==> config.mk <==
export PLATFORM = sky130hd
export DESIGN_NAME = regfile_writeback_flat
export DESIGN_NICKNAME = d
export VERILOG_FILES = /design/src/rtl/regfile_writeback_if.sv /design/src/rtl/regfile_writeback.sv /design/src/flat_wrapper.sv
export SDC_FILE = /design/constraint.sdc
export NUM_CORES = 1
export LEC_CHECK = 0
export CAP_MARGIN = 20
export CORE_MARGIN = 2
export CORE_UTILIZATION = 40
export CTS_BUF_LIST = sky130_fd_sc_hd__clkbuf_2
export CTS_CLUSTER_DIAMETER = 50
export DETAILED_ROUTE_END_ITERATION = 6
export GPL_TIMING_DRIVEN = 0
export PLACE_DENSITY = 0.74
export REMOVE_ABC_BUFFERS = 1
export SLEW_MARGIN = 20
export SYNTH_ARGS = -nofsm -noshare
export SYNTH_HDL_FRONTEND = slang
export SYNTH_SLANG_ARGS = --single-unit
==> constraint.sdc <==
create_clock -name clk -period 4.6 [get_ports clk]
set_clock_uncertainty 0.15 [all_clocks]
set_input_delay 0.69 -clock clk [delete_from_list [all_inputs] [get_ports clk]]
set_output_delay 0.69 -clock clk [all_outputs]
set_load 0.01 [all_outputs]
==> src/rtl/regfile_writeback_if.sv <==
// Result/write-back bundle between the producing pipeline stages, the write-back
// buffer and the register-file write port, including the decode-stage bypass lookup.
interface regfile_writeback_if #(
    parameter int unsigned DEPTH = 4
);
    localparam int unsigned CW = $clog2(DEPTH) + 1;

    logic          res_valid;
    logic          res_ready;
    logic [4:0]    res_reg;
    logic [31:0]   res_data;
    logic          wb_stall;
    logic          RegWrite;
    logic [4:0]    write_reg;
    logic [31:0]   write_data;
    logic [4:0]    chk_reg_1;
    logic [4:0]    chk_reg_2;
    logic          chk_hit_1;
    logic          chk_hit_2;
    logic [31:0]   chk_data_1;
    logic [31:0]   chk_data_2;
    logic [CW-1:0] pending;

    modport master (
        output res_valid, res_reg, res_data, wb_stall, chk_reg_1, chk_reg_2,
        input  res_ready, RegWrite, write_reg, write_data,
        input  chk_hit_1, chk_hit_2, chk_data_1, chk_data_2, pending
    );

    modport slave (
        input  res_valid, res_reg, res_data, wb_stall, chk_reg_1, chk_reg_2,
        output res_ready, RegWrite, write_reg, write_data,
        output chk_hit_1, chk_hit_2, chk_data_1, chk_data_2, pending
    );
endinterface

==> src/rtl/regfile_writeback.sv <==
// In-order write-back FIFO feeding the register-file write port, with a
// combinational bypass lookup over the still-queued results.
module regfile_writeback #(
    parameter int unsigned DEPTH = 4
) (
    input logic               clk,
    input logic               rst,
    regfile_writeback_if.slave wb
);
    localparam int unsigned PW = $clog2(DEPTH);
    localparam int unsigned CW = PW + 1;

    logic [4:0]    r_reg  [DEPTH];
    logic [31:0]   r_data [DEPTH];
    logic [DEPTH-1:0] r_valid;
    logic [PW-1:0] r_head;
    logic [PW-1:0] r_tail;
    logic [CW-1:0] r_count;

    logic          w_ready;
    logic          w_accept;
    logic          w_retire;
    logic [32:0]   w_look_1;
    logic [32:0]   w_look_2;

    // Walk from oldest to youngest so the last match seen is the youngest one.
    function automatic logic [32:0] lookup(input logic [4:0] r);
        logic [32:0]   res;
        logic [PW-1:0] idx;
        res = '0;
        for (int unsigned i = 0; i < DEPTH; i++) begin
            idx = r_head + PW'(i);
            if (r_valid[idx] && (r_reg[idx] == r) && (r != 5'd0)) begin
                res = {1'b1, r_data[idx]};
            end
        end
        return res;
    endfunction

    // Ready looks only at registered occupancy, so a same-cycle retire never opens a full buffer.
    assign w_ready  = !rst && (r_count < CW'(DEPTH));
    assign w_accept = wb.res_valid && w_ready && (wb.res_reg != 5'd0);
    assign w_retire = !rst && (r_count != '0) && !wb.wb_stall;

    always_comb begin
        w_look_1 = '0;
        w_look_2 = '0;
        if (!rst) begin
            w_look_1 = lookup(wb.chk_reg_1);
            w_look_2 = lookup(wb.chk_reg_2);
        end
    end

    assign wb.res_ready  = w_ready;
    assign wb.RegWrite   = w_retire;
    assign wb.write_reg  = w_retire ? r_reg[r_head]  : '0;
    assign wb.write_data = w_retire ? r_data[r_head] : '0;
    assign wb.chk_hit_1  = w_look_1[32];
    assign wb.chk_data_1 = w_look_1[31:0];
    assign wb.chk_hit_2  = w_look_2[32];
    assign wb.chk_data_2 = w_look_2[31:0];
    assign wb.pending    = r_count;

    // Accept and retire never target the same slot: that would need the buffer both empty and full.
    always_ff @(posedge clk) begin
        if (rst) begin
            r_valid <= '0;
            r_head  <= '0;
            r_tail  <= '0;
            r_count <= '0;
        end else begin
            if (w_accept) begin
                r_reg[r_tail]   <= wb.res_reg;
                r_data[r_tail]  <= wb.res_data;
                r_valid[r_tail] <= 1'b1;
                r_tail          <= r_tail + 1'b1;
            end
            if (w_retire) begin
                r_valid[r_head] <= 1'b0;
                r_head          <= r_head + 1'b1;
            end
            r_count <= r_count + CW'(w_accept) - CW'(w_retire);
        end
    end
endmodule
==> src/flat_wrapper.sv <==
// flat-port wrapper written by rule: the top's interface ports become plain ports
module regfile_writeback_flat 
#(
    parameter int unsigned DEPTH = 4
)
  (clk, rst, wb_res_valid, wb_res_reg, wb_res_data, wb_wb_stall, wb_chk_reg_1, wb_chk_reg_2, wb_res_ready, wb_RegWrite, wb_write_reg, wb_write_data, wb_chk_hit_1, wb_chk_hit_2, wb_chk_data_1, wb_chk_data_2, wb_pending);
  regfile_writeback_if #(.DEPTH(DEPTH)) wb_i ();
  input logic clk;
  input logic rst;
  input wire logic [$bits(wb_i.res_valid)-1:0] wb_res_valid;
  input wire logic [$bits(wb_i.res_reg)-1:0] wb_res_reg;
  input wire logic [$bits(wb_i.res_data)-1:0] wb_res_data;
  input wire logic [$bits(wb_i.wb_stall)-1:0] wb_wb_stall;
  input wire logic [$bits(wb_i.chk_reg_1)-1:0] wb_chk_reg_1;
  input wire logic [$bits(wb_i.chk_reg_2)-1:0] wb_chk_reg_2;
  output wire logic [$bits(wb_i.res_ready)-1:0] wb_res_ready;
  output wire logic [$bits(wb_i.RegWrite)-1:0] wb_RegWrite;
  output wire logic [$bits(wb_i.write_reg)-1:0] wb_write_reg;
  output wire logic [$bits(wb_i.write_data)-1:0] wb_write_data;
  output wire logic [$bits(wb_i.chk_hit_1)-1:0] wb_chk_hit_1;
  output wire logic [$bits(wb_i.chk_hit_2)-1:0] wb_chk_hit_2;
  output wire logic [$bits(wb_i.chk_data_1)-1:0] wb_chk_data_1;
  output wire logic [$bits(wb_i.chk_data_2)-1:0] wb_chk_data_2;
  output wire logic [$bits(wb_i.pending)-1:0] wb_pending;
  assign wb_i.res_valid = wb_res_valid;
  assign wb_i.res_reg = wb_res_reg;
  assign wb_i.res_data = wb_res_data;
  assign wb_i.wb_stall = wb_wb_stall;
  assign wb_i.chk_reg_1 = wb_chk_reg_1;
  assign wb_i.chk_reg_2 = wb_chk_reg_2;
  assign wb_res_ready = wb_i.res_ready;
  assign wb_RegWrite = wb_i.RegWrite;
  assign wb_write_reg = wb_i.write_reg;
  assign wb_write_data = wb_i.write_data;
  assign wb_chk_hit_1 = wb_i.chk_hit_1;
  assign wb_chk_hit_2 = wb_i.chk_hit_2;
  assign wb_chk_data_1 = wb_i.chk_data_1;
  assign wb_chk_data_2 = wb_i.chk_data_2;
  assign wb_pending = wb_i.pending;
  regfile_writeback #(.DEPTH(DEPTH)) u_core (.clk(clk), .rst(rst), .wb(wb_i));
endmodule
After elaboration in Yosys (flattened, before gate mapping) --
Memories as Yosys holds them, arrays and structs flattened. A register that Yosys moved wholly into a read port is not among the register bits. Cells that the tools add are included. W data, S select, Z words.
Operators by class: add/sub/neg operators 6, multipliers 0, div/mod/pow operators 0, order comparisons 8, equal/unequal tests 8, shifts and indexed selects 0, mux-type cells 34, bitwise operators 3, reductions and logical operators 29
Operator list (count):
- $mux W33 | 10
- $eq A5 B5 Y1 | 8
- $mux W32 | 1
- $logic_and A1 B1 Y1 | 23
- $lt A2 B3 Y1 const B | 5
- $reduce_bool A5 Y1 | 3
- $mux W4 | 3
- $mux W1 | 9
- $bmux W1 S2 | 4
- $mux W2 | 4
- $mux W5 | 1
- $add A2 B1 Y2 const B | 2
- $add A2 B2 Y2 const B | 2
- $and A4 B4 Y4 | 1
- $demux W1 S2 | 2
- $ge A2 B1 Y1 const B | 2
- $not A4 Y4 | 1
- $or A4 B4 Y4 | 1
- $add A3 B1 Y3 | 1
- $lt A3 B3 Y1 const B | 1
- $reduce_bool A3 Y1 | 1
- $sub A3 B1 Y3 | 1
- $logic_not A1 Y1 | 2
Word-level totals: register bits 11, bits in latches 0, bits in writable memories 148, ROM bits 0, output and inout port bits 108, word-level logic and storage cells 94, memories 2
Memories:
- u_core.r_data | depth 4, width 32, rd ports 4, clocked after Yosys merged registers in 1, write ports 1, RTL line regfile_writeback.sv:14 | logic [31:0] r_data [DEPTH];
- u_core.r_reg | depth 4, width 5, rd ports 4, clocked after Yosys merged registers in 1, write ports 1, RTL line regfile_writeback.sv:13 | logic [4:0] r_reg [DEPTH];

Logic depth before layout (Yosys ltp) --
word-level depth 9, gate-level depth with buffers 17, mapped depth without buffers 10

Least setup slack after synthesis --
OpenSTA, ideal clock, no wires.
path kind register to output, from register u_core.r_head[0], to output wb_chk_data_2[25], arrival time 3.761 ns, data required time 3.760 ns, slack -0.001 ns, stages on the path, launching flop included 16, cells stage by stage dfxtp_1 -> buf_6 -> buf_6 -> buf_6 -> buf_2 -> buf_2 -> inv_1 -> ha_1 -> buf_2 -> mux4_2 -> xnor2_1 -> nand4_1 -> o22ai_1 -> clkbuf_1 -> o211ai_1 -> a221oi_1
Between the ends: longest elaborated chain between the ends 9
RTL lines:
- start: declaration | RTL line regfile_writeback.sv:16 | logic [PW-1:0] r_head;
- start signal: assignment | RTL line regfile_writeback.sv:80 | r_head <= r_head + 1'b1;
- $add A2 B1 Y2 or $bmux W1 S2 (tied branches) | RTL line regfile_writeback.sv:32, regfile_writeback.sv:33
- $mem_v2 Z4 W5 (tied with other cells)
- $eq A5 B5 Y1 (tied with other cells) | RTL line regfile_writeback.sv:33 | if (r_valid[idx] && (r_reg[idx] == r) && (r != 5'd0)) begin
- $logic_and A1 B1 Y1 | RTL line regfile_writeback.sv:33
- $logic_and A1 B1 Y1 or $mux W33 (tied branches) | RTL line regfile_writeback.sv:33
- $mux W33 (2 in series) | RTL line regfile_writeback.sv:33
- $mux W33 (*) | RTL line regfile_writeback.sv:33
- $mux W33 (*) | RTL line regfile_writeback.sv:48 | if (!rst) begin
- end: declaration | RTL line flat_wrapper.sv:23 | output wire logic [$bits(wb_i.chk_data_2)-1:0] wb_chk_data_2;
Every way passes the cells marked *; elsewhere a longest branch is shown, timed or not. The select of a mux whose other input is x is not followed.

Final worst setup path --
from register u_core.r_head[0], to output wb_chk_data_1[19]
Between the ends: longest elaborated chain between the ends 9
RTL lines:
- $add A2 B1 Y2 or $bmux W1 S2 (tied branches) | RTL line regfile_writeback.sv:32, regfile_writeback.sv:33
- $mem_v2 Z4 W5 (tied with other cells)
- $eq A5 B5 Y1 (tied with other cells) | RTL line regfile_writeback.sv:33
- $logic_and A1 B1 Y1 | RTL line regfile_writeback.sv:33
- $logic_and A1 B1 Y1 or $mux W33 (tied branches) | RTL line regfile_writeback.sv:33
- $mux W33 (2 in series) | RTL line regfile_writeback.sv:33
- $mux W33 (*) | RTL line regfile_writeback.sv:33
- $mux W33 (*) | RTL line regfile_writeback.sv:48
- end: declaration | RTL line flat_wrapper.sv:22 | output wire logic [$bits(wb_i.chk_data_1)-1:0] wb_chk_data_1;
Marks and branches as above.

==> results by group <==
Floorplan
  – Initial core utilization: 0.405
  – Width of the die: roughly 180 um
  – Core ar.: approximately 29,000 um^2
  – I/O pin cnt: between 150 and 200
  – FP Rows: 63
  – Die Ht: between 150 and 200 um
  – Die area: about 31,000 um^2

Worst setup path
  – Slowest stage delay, CP: approximately 0.62 ns
  – Crit. End Element: output port
  – Slowest CP cell: mux4_2
  – Reg2Reg Depth: 11
  – Crit path max-delay family: buffers and inverters
  – WS Path Type: reg -> out
  – CP max FO: 5
  – CP required: around 3.8 ns
  – Critical Path Source Type: flip-flop
  – CP bufs+invs: 9
  – Crit-path cells: buf_12 > inv_6 > ha_4 > buf_12 > mux4_2 > xnor2_4 > nand4_1 > buf_8 > buf_12 > o22ai_4 > buf_6 > buf_16 > buf_6 > o211ai_1 > a221oi_2 > buf_2
  – Cell mode on critical path: buf_12
  – Critical path data arrival time: roughly 4.5 ns
  – Worst path depth: 16

CTS
  – CTS max path bufs: 2
  – CTS tree: done
  – TritonCTS buffer count: 17
  – Post-CTS Hold Buffers: 0
  – CTS H-tree depth: 4
  – Clk slew on worst S/H paths: 0.21 ns
  – Root Driver: clkbuf_2
  – Worst-Skew Late Latency: roughly 0.76 ns
  – # clock sinks: approximately 160

Place
  – Number of port buffers: 158
  – Placed Area: between 10,000 and 15,000 um^2
  – Final HPWL DP: roughly 24,000 um
  – Placed Cells: roughly 1,600
  – Gpl congestion: ~0.9

Drt
  – DRC viols: 15
  – TritonRoute pass-1 iters: 7
  – Vias per std cell: 6.80
  – WL final: between 40,000 and 50,000 um
  – ANT nets after route: 0
  – Initial drt markers: around 2,100
  – Total number of vias: roughly 12,000
  – Routed len/inst: around 27 um

Timing
  – Slew headroom: 0.474
  – Count of pins over their slew limit: 0
  – Worst Slack Setup Final: -0.716 ns
  – Setup violators final: 66
  – Setup TNS: -33.41 ns
  – Min Hold Slack: 0.264 ns
  – Final Hold Vio Count: 0
  – Tmin final: 5.32 ns
  – RSZ-0062 raised after global routing: yes
  – Final Cycle Share: 1.16
  – Measured slew at the worst slew-check pin: 0.786 ns
  – Fmax: ~190 MHz

Synth
  – Synthesized area: around 12,000 um^2
  – Synth cell types: 39
  – Synth warn: 0
  – Primary FF master, synth: edfxtp_1
  – Sequential area share after synthesis: 0.394
  – Gate Count Post-Synth: between 1,000 and 1,500
  – Seq cells post-synth: around 160
  – Async SR Flop Fraction: 0
  – Avg Cell Area, Syn: about 10 um^2
  – Post-synth EDFFs: 148

Layout
  – Commonest non-fill, non-tap cell in the layout: edfxtp_1
  – Largest register FFs: 128
  – Nets: 1,371
  – Synth-to-layout area growth: 31.1%
  – Fillers: roughly 2,500
  – Cell Count, Final, Fillers Out: 1,715
  – Multi-input gate area: between 7000 and 8000 um^2
  – Fin area: 15,700 um^2
  – Most frequent cells in the layout: 148 x edfxtp_1, 120 x a21oi_1, 98 x nand2_1
  – Reg area: roughly 4700 um^2
  – Share of cells above drive strength 1: 0.332

Power
  – Max VDD drop: about 0.28 mV
  – Leak pwr: 4.81 nW
  – P per Cell Area: 409 nW/um^2

Job
  – Max-Cap Viols: 0

Global routing
  – First-pass GRT wire length: approximately 66,000 um
  – Largest net degree at the start of global routing: 44
  – Initial antenna violation count: 3
  – Total grt overflow: 0
  – GRT Util Overall: 0.279
  – Vias in the first global route: approximately 11,000

Min path
  – Hold path cells: 2
  – Worst min-delay path class: in -> reg

Run status
  – Status: finished with violations
  – Failing checks: design-rule violations, negative setup slack
[area by class of cell]
type / count / area share
Clock buffer: 18 / 0.00575
Inverter: 12 / 0.00320
Sequential cell: 161 / 0.301
Antenna cell: 4 / 0.000639
Multi-Input combinational cell: 853 / 0.474
Tap cell: 390 / 0.0312
Timing Repair Buffer: 264 / 0.174
Clock inverter: 13 / 0.0104
[per-stage QoR]
step                      power [W]  setup slack [ns]  utilization
after global placement      0.00452            -10.75        0.456
after CTS                   0.00604            -0.475        0.518
after floorplan             0.00377             -5.77            -
final                       0.00640            -0.716        0.531
after global routing        0.00664            -0.829        0.531
after detailed placement    0.00457             -2.05        0.477
[layer usage]
metal | track usage | wire [um] | share of wire
met3 | 0.0681 | 5970 | 0.13
met4 | 0.179 | 3230 | 0.069
met1 | 0.333 | 16300 | 0.35
met5 | 0 | 0 | 0
met2 | 0.453 | 21100 | 0.45
[final timing paths]
check	startpoint	endpoint	slack (ns)
setup / recovery	u_core.r_head[0]$_SDFFE_PP0P_	wb_chk_data_1[19]	-0.72
hold / removal	rst	u_core.wb.pending[2]$_SDFF_PP0_	0.26
setup reg to reg	u_core.wb.pending[1]$_SDFF_PP0_	u_core.wb.pending[2]$_SDFF_PP0_	1.64
hold reg to reg	u_core.wb.pending[2]$_SDFF_PP0_	u_core.wb.pending[2]$_SDFF_PP0_	0.44
[Yosys cell counts (5+ instances only)]
library cell / n / area, um^2
a221oi_2: 10 / 150
a211oi_1: 5 / 37.5
clkbuf_1: 79 / 297
a221oi_1: 50 / 438
mux2i_1: 62 / 621
buf_2: 29 / 145
nor2b_1: 7 / 43.8
edfxtp_1: 148 / 4440
a21oi_1: 123 / 616
nor3_1: 67 / 335
nand4_1: 6 / 37.5
nand3_1: 6 / 30.0
nor2_1: 51 / 191
ha_1: 10 / 125
o21ai_0: 90 / 450
nand2_1: 99 / 372
xor2_1: 5 / 43.8
mux2_2: 60 / 676
and3_1: 5 / 31.3
inv_1: 12 / 45.0
dfxtp_1: 13 / 260
buf_1: 15 / 56.3
xnor2_1: 39 / 342
and2_1: 5 / 31.3
mux4_2: 62 / 1400
o211ai_1: 62 / 465
[report_power, final]
part | internal, W | total [W] | switching [W]
registers | 0.00168 | 0.00177 | 0.0000939
clock network | 0.000301 | 0.000828 | 0.000527
logic | 0.00167 | 0.00380 | 0.00214
[kinds of logic after synthesis]
group | Yosys count | synth area share
simple gates | 260 | 0.0994
xor+xnor | 44 | 0.0323
fa+ha+maj | 11 | 0.0122
mux | 184 | 0.225
buf+inv | 142 | 0.0508
flops | 161 | 0.394
compound gates | 348 | 0.186
[what timing repair did]
item	in CTS	in global routing
endpoints found under the setup margin	66	66
pin swaps	73	50
resized for setup	365	31
gates cloned	13	3
setup buffers	45	28
(Power assumes the default switching activity.)
